<file path="src/rtl/phy_sync_ctrl.sv">
// Receive lane sync controller: hunts for COM, locks after LOCK_COUNT COMs, forwards non-COM bytes while active.
// Optional loss-of-sync counter port err_count enabled by defining PHY_SYNC_ERRCNT_EN.
module phy_sync_ctrl #(
    parameter logic [7:0]  COM        = 8'hBC,
    parameter int unsigned LOCK_COUNT = 4,
    parameter int unsigned LOSS_COUNT = 3,
    parameter int unsigned COUNT_W    = 3
) (
    input  logic       clk_2f,
    input  logic       reset,
    input  logic [7:0] data_in,
    input  logic       valid_in,
    output logic [7:0] data_out,
    output logic       valid_out,
    output logic       active,
    output logic [1:0] state
`ifdef PHY_SYNC_ERRCNT_EN
    ,
    output logic [7:0] err_count
`endif
);

    typedef enum logic [1:0] {
        SEARCH  = 2'd0,
        LOCKING = 2'd1,
        ACTIVE  = 2'd2
    } state_t;

    localparam logic [COUNT_W-1:0] LOCK_C = COUNT_W'(LOCK_COUNT);
    localparam logic [COUNT_W-1:0] LOSS_C = COUNT_W'(LOSS_COUNT);

    state_t             r_state;
    state_t             w_state_nxt;
    logic [COUNT_W-1:0] r_com_cnt;
    logic [COUNT_W-1:0] r_gap_cnt;
    logic [COUNT_W-1:0] w_com_nxt;
    logic [COUNT_W-1:0] w_gap_nxt;
    logic [COUNT_W-1:0] w_com_inc;
    logic [COUNT_W-1:0] w_gap_inc;
    logic [7:0]         r_data;
    logic [7:0]         w_data_nxt;
    logic               r_valid;
    logic               w_valid_nxt;
    logic               r_active;
    logic               w_is_com;

    assign w_com_inc = r_com_cnt + 1'b1;
    assign w_gap_inc = r_gap_cnt + 1'b1;
    assign w_is_com  = valid_in && (data_in == COM);

    always_comb begin
        w_state_nxt = r_state;
        w_com_nxt   = r_com_cnt;
        w_gap_nxt   = r_gap_cnt;
        w_data_nxt  = r_data;
        w_valid_nxt = 1'b0;
        case (r_state)
            SEARCH: begin
                if (w_is_com) begin
                    w_state_nxt = LOCKING;
                    w_com_nxt   = COUNT_W'(1);
                end
            end
            LOCKING: begin
                if (valid_in) begin
                    if (w_is_com) begin
                        if (w_com_inc == LOCK_C) begin
                            w_state_nxt = ACTIVE;
                            w_com_nxt   = '0;
                            w_gap_nxt   = '0;
                        end else begin
                            w_com_nxt = w_com_inc;
                        end
                    end else begin
                        w_state_nxt = SEARCH;
                        w_com_nxt   = '0;
                    end
                end
            end
            ACTIVE: begin
                if (valid_in) begin
                    w_gap_nxt = '0;
                    if (!w_is_com) begin
                        w_data_nxt  = data_in;
                        w_valid_nxt = 1'b1;
                    end
                end else if (w_gap_inc == LOSS_C) begin
                    w_state_nxt = SEARCH;
                    w_gap_nxt   = '0;
                end else begin
                    w_gap_nxt = w_gap_inc;
                end
            end
            default: begin
                w_state_nxt = SEARCH;
                w_com_nxt   = '0;
                w_gap_nxt   = '0;
            end
        endcase
    end

    // active is registered from the next-state decode so it changes on the same edge as state
    always_ff @(posedge clk_2f) begin
        if (!reset) begin
            r_state   <= SEARCH;
            r_com_cnt <= '0;
            r_gap_cnt <= '0;
            r_data    <= '0;
            r_valid   <= 1'b0;
            r_active  <= 1'b0;
        end else begin
            r_state   <= w_state_nxt;
            r_com_cnt <= w_com_nxt;
            r_gap_cnt <= w_gap_nxt;
            r_data    <= w_data_nxt;
            r_valid   <= w_valid_nxt;
            r_active  <= (w_state_nxt == ACTIVE);
        end
    end

`ifdef PHY_SYNC_ERRCNT_EN
    logic [7:0] r_err_cnt;
    logic       w_loss;

    assign w_loss = (r_state == ACTIVE) && !valid_in && (w_gap_inc == LOSS_C);

    always_ff @(posedge clk_2f) begin
        if (!reset) begin
            r_err_cnt <= '0;
        end else if (w_loss && (r_err_cnt != 8'hFF)) begin
            r_err_cnt <= r_err_cnt + 8'd1;
        end
    end

    assign err_count = r_err_cnt;
`endif

    assign data_out  = r_data;
    assign valid_out = r_valid;
    assign active    = r_active;
    assign state     = r_state;

endmodule

</file>
<file path="config.mk">
export PLATFORM = sky130hd
export DESIGN_NAME = phy_sync_ctrl
export DESIGN_NICKNAME = d
export VERILOG_FILES = /design/src/rtl/phy_sync_ctrl.sv
export SDC_FILE = /design/constraint.sdc
export NUM_CORES = 1
export LEC_CHECK = 0
export CAP_MARGIN = 20
export CORE_MARGIN = 5
export CORE_UTILIZATION = 52
export CTS_BUF_LIST = sky130_fd_sc_hd__clkbuf_8
export DETAILED_ROUTE_END_ITERATION = 16
export PLACE_DENSITY = 0.82
export SLEW_MARGIN = 20
export SYNTH_ARGS = -nofsm -noshare
export SYNTH_HDL_FRONTEND = slang
export SYNTH_SLANG_ARGS = --single-unit
export TNS_END_PERCENT = 20
</file>
<file path="constraint.sdc">
create_clock -name clk_2f -period 4.39 [get_ports clk_2f]
set_input_delay 1.0975 -clock clk_2f [delete_from_list [all_inputs] [get_ports clk_2f]]
set_output_delay 1.0975 -clock clk_2f [all_outputs]
set_load 0.01 [all_outputs]
</file>
Word level (Yosys, flattened, before mapping)

Index checks and enable logic that the tools add are counted.
W data, S select, Z words.

$add $sub $neg: 2
Multipliers: 0
Div/mod/pow operators: 0
Magnitude comparators: 0
Eq/ne operators: 10
Shift-type cells: 0
Mux-type cells: 19
Bitwise gates (word level): 3
Reductions and logical operators: 6

Operator list:

| kind                  | count |
|---|---|
| $mux W3               | 9 |
| $pmux W3 S3           | 2 |
| $mux W2               | 6 |
| $reduce_and A3 Y1     | 3 |
| $eq A8 B8 Y1 const B  | 1 |
| $ne A2 B2 Y1 const B  | 4 |
| $add A3 B1 Y3 const B | 2 |
| $pmux W2 S3           | 1 |
| $eq A2 B2 Y1 const B  | 2 |
| $reduce_and A4 Y1     | 1 |
| $eq A3 B2 Y1 const B  | 1 |
| $eq A3 B3 Y1 const B  | 1 |
| $not A1 Y1            | 3 |
| $eq A2 B1 Y1 const B  | 1 |
| $logic_not A2 Y1      | 1 |
| $logic_and A1 B1 Y1   | 1 |
| $mux W1               | 1 |

Flip-flop bits (word level): 18
Latch bits: 0
Memory bits (writable): 0
Memory bits (read-only): 0
Input bits: 11
Output and inout bits: 12
Word-level logic and storage cells: 46
Memories kept: 0

Logic depth before layout (Yosys ltp)

Depth after elaboration: 7
Depth in mapped cells: 5

Least setup slack after synthesis

OpenSTA, ideal clock, no wires.

Path kind: in2reg
Start point: input port data_in[1]
End point: register r_gap_cnt[2]
Arrival: 1,992 ps
Slack: 2,282 ps
Stages: 4
Path buffers: 0
Cell sequence: and4bb_4 -> nand3_1 -> or2_1 -> a31o_1

Word-level cells in the longest chain between the ends: 4

RTL lines:

| element                     | RTL line | RTL |
|---|---|---|
| start: declaration          | 11       | `input logic [7:0] data_in,` |
| $eq A8 B8 Y1                | 49       | `assign w_is_com = valid_in && (data_in == COM);` |
| $logic_and A1 B1 Y1         | 49       |  |
| $ne A2 B2 Y1 (no line)      | n/a      |  |
| $reduce_and A4 Y1 (no line) | n/a      |  |
| end signal: assignment      | 114      | `r_gap_cnt <= w_gap_nxt;` |
| end: declaration            | 35       | `logic [COUNT_W-1:0] r_gap_cnt;` |

No other way between the ends.
A chain may end at the register's enable or synchronous reset.

Worst setup path in the final report

Start point: input port valid_in
End point: register r_data[3] (netlist: data_out[3])

Word-level cells in the longest chain between the ends: 3

RTL lines:

| element                         | RTL line | RTL |
|---|---|---|
| start: declaration              | 12       | `input logic valid_in,` |
| $logic_and A1 B1 Y1             | 49       |  |
| $not A1 Y1 (no line)            | n/a      |  |
| $reduce_and A3 Y1 (no line) (*) | n/a      |  |
| end signal: assignment          | 115      | `r_data <= w_data_nxt;` |
| end: declaration                | 40       | `logic [7:0] r_data;` |

Every way passes the cells marked *; elsewhere a longest branch is shown, timed or not.

==> summary.md <==
| Metric | Value |
|---|---|
| Status | completed |
| Layout cell share with drive strength beyond 1 | 8.333% |
| Tot Pwr | 0.3153 mW |
| Cts hold-fix bufs | 0 |
| Synthesized flop and latch total | 18 |
| Cell family with most CP delay | buffers and inverters |
| Reg2reg end | r_gap_cnt[2] |
| Total grt overflow | 0 |
| Met2 GRT Util | 25.21% |
| Post-layout nets | 124 |
| WL per Instance | 14.23 um |
| Slew headroom | 69.30% |
| CP required | 4.53 ns |
| Fmax | 408.1 MHz |
| Worst path buffer plus inverter count | 1 |
| DRT iter0 DRCs | 10 |
| R2R depth | 5 |
| Routed Antenna Nets | 0 |
| DR DRC count | 0 |
| Worst Hold Depth | 1 |
| Post-CTS setup buffers | 0 |
| Final hold violations | 0 |
| Clk sinks | 18 |
| Fillers | 121 |
| Ys Warns | 0 |
| Ys async rst share | 0% |
| Max VDD drop | 0.1934 mV |
| Die span in y | 50.54 um |
| Final setup TNS | 0 ns |
| Startpoint type of the worst setup path | primary input |
| Total GRT Usage | 16.02% |
| Power per cell area | 276.3 nW/um^2 |
| Worst-skew pair later-pin latency | 0.25 ns |
| CTS tree | built |
| Slew @ Worst Pin | 0.4591 ns |
| Most frequent cells after synthesis | 18 x dfxtp_1, 9 x nor2b_1, 8 x mux2i_1, 6 x nand2_1, 6 x nand2b_1 |
| Hold WS | 0.4834 ns |
| Input/output buffers | 22 |
| Vias in the first global route | 719 |
| Met1 Track Usage GR | 19.46% |
| Netlist cell types | 27 |
| Critical Path Max Stage Delay | 0.65 ns |
| Mean Syn Cell Area | 10.17 sq um |
| Vias | 661 |
| Most frequent cell after synthesis | dfxtp_1 |
| Seq/Total Area, Yosys | 42.17% |
| Root Driver | clkbuf_8 |
| Net Count, Synth | 99 |
| Synth Instances | 84 |
| Skew final | 0.002658 ns |
| CP endpoint kind | register |
| EDFF count, synth | 0 |
| Max-slew violations | 0 |
| Crit path kind | primary input to register |
| Vias per cell | 5.331 |
| Final Util | 74.03% |
| Slowest stage cell, crit path | clkdlybuf4s50_1 |
| Met3 GRT Util | 7.101% |
| Global route hottest layer | met2 |
| Leakage power | 0.3909 nW |
| Dpl ws | 1.703 ns |
| Number of buffers created by CTS | 3 |
| Top_reg_cell synth | dfxtp_1 |
| RSZ-0062 raised after global routing | false |
| Crit-path max FO | 9 |
| Hold Path Sink | r_gap_cnt[0] |
| Die Wd | 50.54 um |
| CTS H-Tree Depth | 1 |
| Final period utilization | 55.82% |
| FP Rows | 14 |
| Final wirelength | 1.764 mm |
| I/O Pins | 23 |
| Die ar. | 2554 sq um |
| Max Cap Violations | 0 |
| Hold Crit Start | r_gap_cnt[0] |
| Cell taking the most area after synthesis | dfxtp_1 |
| Largest net degree at the start of global routing | 16 |
| Dpl hpwl | 1.332 mm |
| Synthesized area | 854.6 sq um |
| Min-delay worst type | register to register |
| GPL Wtd Cong | 0.7433 |
| Area growth from synthesis to layout | 33.53% |
| Final setup fails | 0 |
| Clk buf depth | 2 |
| Router iterations before antenna repair | 4 |
| Post-CTS sizing | 0 |
| N_diodes | 0 |
| Clock slew at reported path FFs | 0.07 ns |
| Crit-path cells | clkdlybuf4s50_1 -> nand3b_1 -> a21oi_4 -> mux2i_1 -> nor2b_1 |
| Initial antenna violation count | 0 |
| Core area | 1541 sq um |
| Final worst slack | 1.940 ns |
| Synth top area share | 42.17% |
| R2R Setup Slk | 2.77 ns |
| Top post-synthesis cells by area | dfxtp_1 42%, mux2i_1 9.4%, nor2b_1 6.6% |
| Min Tclk post-route | 2.450 ns |
| Worst Path Arrival | 2.59 ns |
| RR Startpoint | r_com_cnt[0] |
| Initial Utilization | 55.44% |
| First-pass GRT wire length | 3.229 mm |
## worst register-to-register path, delay by kind of cell (launching register included)
family	cells	cell delay, ns
DFF	1	0.39
AOI/OAI and AO/OA	2	0.42
and+or+nand+nor	2	0.52
adders and majority gates	1	0.18
## where the power goes
group	total, mW	internal [mW]	leakage (nW)	switching, mW
sequential	0.163	0.163	0.145	0.0000498
clock	0.134	0.0796	0.0288	0.0546
combinational	0.0177	0.0108	0.217	0.00699
## registers in the layout (all words and copies together), names as in the netlist
name and cells:
data_out 8, r_gap_cnt 3, valid_out 1, active 1, state 2, r_com_cnt 3
## kinds of logic (layout without fill, tap and decap cells)
kind of cell / count (synthesis) / after routing / share of synthesized area [%]
AOI/OAI and AO/OA: 14 / 14 / 13.03
adders and majority gates: 4 / 4 / 5.857
buffers and inverters: 3 / 27 / 1.463
DFF: 18 / 18 / 42.17
muxes: 8 / 8 / 9.371
and+or+nand+nor: 37 / 37 / 28.11
## metal layers
layer / vias to the layer above / share of wire [%]
met3: 2 / 7.1
met5: - / 0
met4: 0 / 0.45
met1: 297 / 45
li1: 347 / -
met2: 15 / 48
## how the worst max path moves through the flow
stage	start	endpoint	slack, ns	cells after the start
floorplan	data_in[1]	r_gap_cnt[2]	2.28	4
global placement	valid_in	data_out[3]	1.75	5
detailed placement	valid_in	data_out[3]	1.70	5
CTS	valid_in	data_out[3]	1.95	5
global route	valid_in	data_out[5]	1.85	5
finish	valid_in	data_out[3]	1.94	5
## layout make-up
| cell class | instances | area, sq um | area share, % |
|---|---|---|---|
| Multi-Input combinational cell | 63 | 481.7 | 42.22 |
| Sequential cell | 18 | 360.3 | 31.58 |
| Timing Repair Buffer | 22 | 220.2 | 19.30 |
| Clock buffer | 4 | 55.05 | 4.825 |
| Tap cell | 16 | 20.02 | 1.754 |
| Inverter | 1 | 3.754 | 0.3289 |
## through the flow
step	area, sq um	instances
2_1_floorplan	854.6	84
3_3_place_gp	1086	120
3_5_place_dp	1086	120
4_1_cts	1141	124
5_1_grt	1141	124
6_report	1141	124
## cell usage in the layout (no fill, tap or decap), drive strengths merged, types with 3 or more instances in the layout
master         netlist  routed
nand2                6       6
ha                   4       4
nand2b               6       6
o22ai                4       4
mux2i                8       8
nand3                4       4
clkdlybuf4s50        0      22
clkbuf               1       4
dfxtp               18      18
nor2                 3       3
nor2b                9       9
Power figures use the tool's default switching activity.
